<file path="src/rtl/pong_game_ctrl.sv">
// pong_game_ctrl: match flow for the pong game.
// Turns the graphics engine's miss/hit status into BCD scores, a serve delay,
// game over and new game. It also freezes the ball between points.
module pong_game_ctrl #(
    parameter int WIN_SCORE   = 11,
    parameter int SERVE_TICKS = 120,
    parameter int OVER_TICKS  = 180
) (
    input  logic       clk,
    input  logic       reset,
    input  logic       tick,
    input  logic       start_btn,
    input  logic       miss,
    input  logic [1:0] hit,
    output logic       gra_still,
    output logic [1:0] state,
    output logic [7:0] score_l,
    output logic [7:0] score_r,
    output logic [1:0] winner,
    output logic       point
);

    typedef enum logic [1:0] {
        NEWGAME = 2'b00,
        PLAY    = 2'b01,
        NEWBALL = 2'b10,
        OVER    = 2'b11
    } state_t;

    localparam logic [7:0] WIN_B   = 8'(WIN_SCORE);
    localparam logic [7:0] SERVE_B = 8'(SERVE_TICKS);
    localparam logic [7:0] OVER_B  = 8'(OVER_TICKS);

    state_t     state_reg;
    logic [7:0] timer_reg;
    logic       start_btn_q;

    logic       start_rise;
    logic       score_right;
    logic [7:0] new_score;
    logic       win_now;

    // BCD +1. Units roll into tens. The score stops at 99.
    function automatic logic [7:0] bcd_inc(input logic [7:0] s);
        if (s == 8'h99)
            return s;
        else if (s[3:0] == 4'd9)
            return {s[7:4] + 4'd1, 4'd0};
        else
            return {s[7:4], s[3:0] + 4'd1};
    endfunction

    // Converts a two-digit BCD value to binary so it can be compared with WIN_SCORE.
    function automatic logic [7:0] bcd_to_bin(input logic [7:0] s);
        logic [7:0] tens;
        tens = {4'd0, s[7:4]};
        return tens * 8'd10 + {4'd0, s[3:0]};
    endfunction

    assign start_rise = start_btn & ~start_btn_q;

    // The ball left past the left edge, so the right player scores. hit[0]
    // takes priority, so 2'b11 also counts as a right-player point.
    assign score_right = (hit == 2'b01) | (hit == 2'b11);

    assign new_score = bcd_inc(score_right ? score_r : score_l);
    assign win_now   = (bcd_to_bin(new_score) == WIN_B);

    assign state = state_reg;

    // Match state machine. All outputs are registered here.
    always_ff @(posedge clk or posedge reset) begin
        if (reset) begin
            state_reg   <= NEWGAME;
            timer_reg   <= 8'd0;
            start_btn_q <= 1'b0;
            gra_still   <= 1'b1;
            score_l     <= 8'h00;
            score_r     <= 8'h00;
            winner      <= 2'b00;
            point       <= 1'b0;
        end else begin
            start_btn_q <= start_btn;
            point       <= 1'b0;
            case (state_reg)
                NEWGAME: begin
                    if (start_rise) begin
                        state_reg <= PLAY;
                        gra_still <= 1'b0;
                        score_l   <= 8'h00;
                        score_r   <= 8'h00;
                        winner    <= 2'b00;
                    end
                end
                PLAY: begin
                    // miss stays high until the ball is recentered. Leaving PLAY
                    // here makes sure each exit is scored only once.
                    if (miss) begin
                        point     <= 1'b1;
                        gra_still <= 1'b1;
                        if (score_right)
                            score_r <= new_score;
                        else
                            score_l <= new_score;
                        if (win_now) begin
                            state_reg <= OVER;
                            winner    <= score_right ? 2'b10 : 2'b01;
                            timer_reg <= OVER_B;
                        end else begin
                            state_reg <= NEWBALL;
                            timer_reg <= SERVE_B;
                        end
                    end
                end
                NEWBALL: begin
                    if (start_rise || (tick && timer_reg == 8'd1)) begin
                        state_reg <= PLAY;
                        gra_still <= 1'b0;
                    end else if (tick && timer_reg != 8'd0) begin
                        timer_reg <= timer_reg - 8'd1;
                    end
                end
                OVER: begin
                    if (tick && timer_reg == 8'd1)
                        state_reg <= NEWGAME;
                    else if (tick && timer_reg != 8'd0)
                        timer_reg <= timer_reg - 8'd1;
                end
                default: state_reg <= NEWGAME;
            endcase
        end
    end

endmodule
</file>
<file path="config.mk">
export PLATFORM = sky130hd
export DESIGN_NAME = pong_game_ctrl
export DESIGN_NICKNAME = d
export VERILOG_FILES = /design/src/rtl/pong_game_ctrl.sv
export SDC_FILE = /design/constraint.sdc
export NUM_CORES = 1
export LEC_CHECK = 0
export CAP_MARGIN = 0
export CORE_MARGIN = 2
export CORE_UTILIZATION = 51
export CTS_CLUSTER_DIAMETER = 30
export CTS_CLUSTER_SIZE = 14
export DETAILED_ROUTE_END_ITERATION = 6
export GPL_TIMING_DRIVEN = 0
export PLACE_DENSITY = 0.75
export REMOVE_ABC_BUFFERS = 1
export SLEW_MARGIN = 10
export SYNTH_ARGS = -nofsm -noshare
export SYNTH_HDL_FRONTEND = slang
export SYNTH_SLANG_ARGS = --single-unit
</file>
<file path="constraint.sdc">
create_clock -name clk -period 5.41 [get_ports clk]
set_input_delay 0.541 -clock clk [delete_from_list [all_inputs] [get_ports clk]]
set_output_delay 0.541 -clock clk [all_outputs]
set_load 0.05 [all_outputs]
</file>
# [After elaboration in Yosys (flattened, before gate mapping)]
# Index checks and enable logic that the tools add are counted.
[classes] add_sub_neg=4 mul=1 n_div=0 order_cmp=0 eq_ne=18 n_shift=0 n_mux=33 bitwise=3 n_reduce_logical=14
[op_table] cell="$mux 8" count=13
[op_table] cell="$pmux 8 s2" count=2
[op_table] cell="$pmux 8 s3" count=1
[op_table] cell="$reduce_and 4->1" count=6
[op_table] cell="$ne 2x2->1 const B" count=9
[op_table] cell="$mux 2" count=8
[op_table] cell="$add 4x1->4 const B" count=2
[op_table] cell="$add 8x4->8" count=1
[op_table] cell="$eq 8x1->1 const B" count=1
[op_table] cell="$eq 8x4->1 const B" count=1
[op_table] cell="$eq 8x8->1 const B" count=1
[op_table] cell="$pmux 2 s4" count=1
[op_table] cell="$reduce_bool 8->1" count=1
[op_table] cell="$sub 8x1->8 const B" count=1
[op_table] cell="$mul 4x3->7 const B" count=1
[op_table] cell="$eq 2x2->1 const B" count=3
[op_table] cell="$mux 1" count=6
[op_table] cell="$reduce_bool 3->1" count=2
[op_table] cell="$eq 2x1->1 const B" count=2
[op_table] cell="$eq 4x4->1 const B" count=1
[op_table] cell="$pmux 2 s2" count=1
[op_table] cell="$pmux 1 s3" count=1
[op_table] cell="$logic_and 1x1->1" count=2
[op_table] cell="$logic_not 2->1" count=1
[op_table] cell="other kinds (5)" count=5
[word_totals] regBits=31 latchBits=0 mem_bits_rw=0 romBits=0 out_inout_bits=22 elab_cells=81 memories=0

# [Longest topological paths before layout]
[logic_depth] word_depth=12 ltp_mapped=18 ltp_nobuf=17

# [Worst setup path before layout]
# OpenSTA, ideal clock, no wires.
[synth_timing] path_type="input to register" startpoint="in hit[0]" endpoint="reg timer_reg[6]" t_arrival_ns=4.530 slack_ns=0.754 stages=17 path_buffers=2 cell_sequence="buf_6 buf_6 mux2i_1 ha_1 nand4b_1 nand2_1 nand3_1 mux2i_1 ha_1 ha_1 fa_1 nand2_1 o31a_2 a211oi_1 mux2_4 nand3_2 a221o_1"
[synth_between] elab_chain_cells=12 word_cells_on_any_way=16 classes_between="3 x add/sub; 1 x mul; 5 x eq/ne; 6 x mux; 1 x bitwise"
[synth_rtl] item="start, declared" line="14" rtl="input logic [1:0] hit,"
[synth_rtl] item="$eq 2x1->1 / $eq 2x2->1 (equally long branches)" line="64" rtl="assign score_right = (hit == 2'b01) | (hit == 2'b11);"
[synth_rtl] item="$or 1x1->1 *" line="64"
[synth_rtl] item="$mux 8 *" line="66" rtl="assign new_score = bcd_inc(score_right ? score_r : score_l);"
[synth_rtl] item="$add 4x1->4 / $eq 4x4->1 (equally long branches)" line="48, 47"
[synth_rtl] item="$mux 8" line="47" rtl="else if (s[3:0] == 4'd9)"
[synth_rtl] item="$mux 8 *" line="45" rtl="if (s == 8'h99)"
[synth_rtl] item="$mul 4x3->7" line="57" rtl="return tens * 8'd10 + {4'd0, s[3:0]};"
[synth_rtl] item="$add 8x4->8 *" line="57"
[synth_rtl] item="$eq 8x4->1 *" line="67" rtl="assign win_now = (bcd_to_bin(new_score) == WIN_B);"
[synth_rtl] item="$mux 8 *" line="105" rtl="if (win_now) begin"
[synth_rtl] item="$mux 8 *" line="98" rtl="if (miss) begin"
[synth_rtl] item="$pmux 8 s3 *" line="85" rtl="case (state_reg)"
[synth_rtl] item="end signal, assigned" line="120" rtl="timer_reg <= timer_reg - 8'd1;"
[synth_rtl] item="end signal, assigned" line="127" rtl="timer_reg <= timer_reg - 8'd1;"
[synth_rtl] item="end, declared" line="35" rtl="logic [7:0] timer_reg;"
# Mark *: on every way between the ends. The rest lies on a longest branch, timed or not. The select of a mux whose other input is x is not followed.
# A chain may end at the register's enable or synchronous reset.

# [Worst setup path in the final report]
# Same ends and word-level chain as after synthesis.

==> results.yml <==
timing:
  max-slew-margin-rel: 0.316
  rsz0062_at_grt: "false"
  skew_ns: 0.00916
  tns_ns: 0
  min_period_ns: 5.08
  tightest_slew_ns: 1.02
  hold_ws_ns: 0.505
  finalCritPeriodShare: 0.940
  setup_violations: 0
  max_freq_mhz: 197
  finalHoldViolations: 0
  slew_violations: 0
worst_setup_path:
  cpMostUsedCell: "ha_1"
  cp.buffers_inverters: 2
  worst_setup_path_start_kind: "input pin"
  criticalPathCategory: "in -> reg"
  cpPeakStageDelay_ns: 0.54
  endpoint_kind: "register"
  cp_data_arrival_time_ns: 5.26
  crit_family: "adder cells"
  slowest_stage: "fa_1"
  path_cells: "buf_2, mux2i_2, inv_1, ha_1, nand4b_1, nand2_1, nand3_1, mux2i_2, ha_1, ha_1, fa_1, nand2_1, o31a_2, a211oi_1, mux2_4, nand3_2, a221o_1"
  required_ns: 5.58
  cp_max_fo: 17
logic_synthesis:
  yosys_most_used_dff: "dfrtp_1"
  synthTopCellsByCount: "nand2_1, dfrtp_1, o21ai_0"
  synth_edf_count: 0
  netlist_instances: 228
  yosysUniqueCellTypes: 55
  synth_area_leader_cell: "dfrtp_1"
  synth_seq_cells: 31
  synthArstFlopShare: 1.00
  yosysTopAreaCellShare: 0.347
  yosysMostFrequentCell: "nand2_1"
  yosysSeqAreaShare: 0.359
  syn-cell-area_mm2: 0.00216
  synth_area_leaders: "dfrtp_1, ha_1, nand2_1"
  syn_avg_cell_area_um2: 9.49
  yosys_warnings: 0
clock_network:
  clk_latency_ns: 0.29
  h-tree-depth: 2
  cts.sinks: 31
  cts_buffers: 5
  cts.clk_slew.worst_paths_ns: 0.07
  cts_tree: "done"
  cts_root_buffer: "clkbuf_8"
  hold_buffers: 0
  clockBufferDepth: 2
placed_design:
  place_inst: 299
  placed_cell_area_mm2: 0.00245
  port_buffers: 27
  dp_hpwl_um: 3370
  gp_congestion: 0.825
global_routing:
  overflow: 0
  grt_pass1_vias: 1762
  antenna_found_initial: 0
  grt_pass1_wl_um: 8410
  grt_usage: 0.218
  grt_max_degree: 32
drt:
  via_count: 1780
  initialDrtViolationCount: 106
  drtPass1Iterations: 4
  wirelength_um: 4680
  wl_per_cell_um: 15.3
  ant_nets: 0
  drc_errors: 0
  vias_per_cell: 5.80
cells_and_area:
  drive_above_1_share: 0.105
  syn_to_final_growth_pct: 18.8
  fin_nets: 278
  final_cells: 307
  diodes: 0
  final_area_mm2: 0.00257
power:
  power_density_mw_per_mm2: 403
  peakVddDrop_mv: 0.285
  p_leak_nw: 1.15
die:
  die_h_um: 69.1
  die_x_um: 69.1
  die_area_mm2: 0.00478
  initial_core_util: 0.537
  num_io_pins: 29
  rows: 23
  core_mm2: 0.00403
run:
  drv_cap: 0
min_path:
  hold_class: "reg -> reg"
outcome:
  status: "finished, final reports clean"
## cell families after synthesis
family / share of synthesized area
flip-flops: 0.359
adder cells (fa/ha/maj): 0.0937
multiplexers: 0.0740
AND/OR/NAND/NOR: 0.205
buffers and inverters: 0.0440
AO/OA/AOI/OAI: 0.188
XOR/XNOR: 0.0359
## timing repair
item | 4_1_cts | 5_1_grt
endpoints found under the setup margin | 7 | 7
buffers inserted | 0 | 0
resized for setup | 3 | 4
## layout by cell type, fill, tap and decap left out, types with 3 or more instances in the layout
| cell | netlist | routed |
|---|---|---|
| clkbuf_8 | 0 | 6 |
| nand2_1 | 35 | 35 |
| nor3_1 | 7 | 7 |
| nand4b_1 | 3 | 3 |
| clkdlybuf4s50_1 | 0 | 26 |
| a211oi_1 | 3 | 3 |
| a21o_1 | 4 | 4 |
| inv_1 | 13 | 12 |
| o31ai_1 | 5 | 5 |
| a21boi_0 | 3 | 3 |
| mux2i_1 | 10 | 8 |
| nand2b_1 | 3 | 3 |
| o21ai_0 | 18 | 18 |
| xnor2_1 | 5 | 5 |
| ha_1 | 13 | 13 |
| mux2_2 | 4 | 4 |
| nor2_1 | 8 | 8 |
| o21ai_1 | 3 | 3 |
| a21oi_1 | 7 | 7 |
| dfrtp_1 | 30 | 30 |
| a31oi_1 | 4 | 4 |
## metal layers
layer | routed length (um) | track usage | vias up | share of wire
met1 | 2170 | 0.281 | 851 | 0.46
met5 | 0 | 0 | - | 0
li1 | - | - | 887 | -
met2 | 2250 | 0.356 | 37 | 0.48
met3 | 200 | 0.0570 | 5 | 0.043
met4 | 63 | 0.0719 | 0 | 0.013
## report_power, final
group | switching, W | leakage, nW | internal (W) | total [W]
Clock | 0.0000922 | 0.0612 | 0.000149 | 0.000241
Combinational | 0.000278 | 0.688 | 0.000159 | 0.000437
Sequential | 0.0000680 | 0.397 | 0.000289 | 0.000357
Total | 0.000438 | 1.15 | 0.000597 | 0.00104
## metrics by stage
stage	util	total power [W]	worst slack, ns
2_1_floorplan	-	0.000664	0.866
3_3_place_gp	0.608	0.000788	-0.685
3_5_place_dp	0.608	0.000799	-0.745
4_1_cts	0.638	0.00104	0.0679
5_1_grt	0.638	0.00112	0.0249
6_report	0.638	0.00104	0.325
## worst reg2reg max path: stages (launching register included)
cell	delay, ns
dfrtp_1	0.40
mux2i_2	0.25
inv_1	0.11
ha_1	0.25
nand4b_1	0.23
nand2_1	0.21
nand3_1	0.25
mux2i_2	0.41
ha_1	0.30
ha_1	0.23
fa_1	0.54
nand2_1	0.17
o31a_2	0.37
a211oi_1	0.25
mux2_4	0.22
nand3_2	0.12
a221o_1	0.35
## path summary, 6_finish.rpt
kind / startpoint / end / slack, ns / cells after the start
setup / recovery: hit[0] / timer_reg[6] / 0.33 / 17
hold / removal: score_r[1] / score_r[1] / 0.51 / 2
setup reg to reg: score_l[0] / timer_reg[6] / 0.63 / 16
hold reg to reg: score_r[1] / score_r[1] / 0.51 / 2
max in group asynchronous: reset / score_r[7] / 4.32 / 2
min in group asynchronous: reset / score_r[1] / 0.66 / 2
## area by class of cell
type,instances,area [um^2]
Fill cell,350,1460
Timing Repair Buffer,27,265
Multi-Input combinational cell,178,1300
Inverter,13,48.8
Tap cell,50,62.6
Sequential cell,31,777
Clock inverter,2,35.0
Clock buffer,6,82.6
No activity file was read; power rests on OpenSTA's default activity.
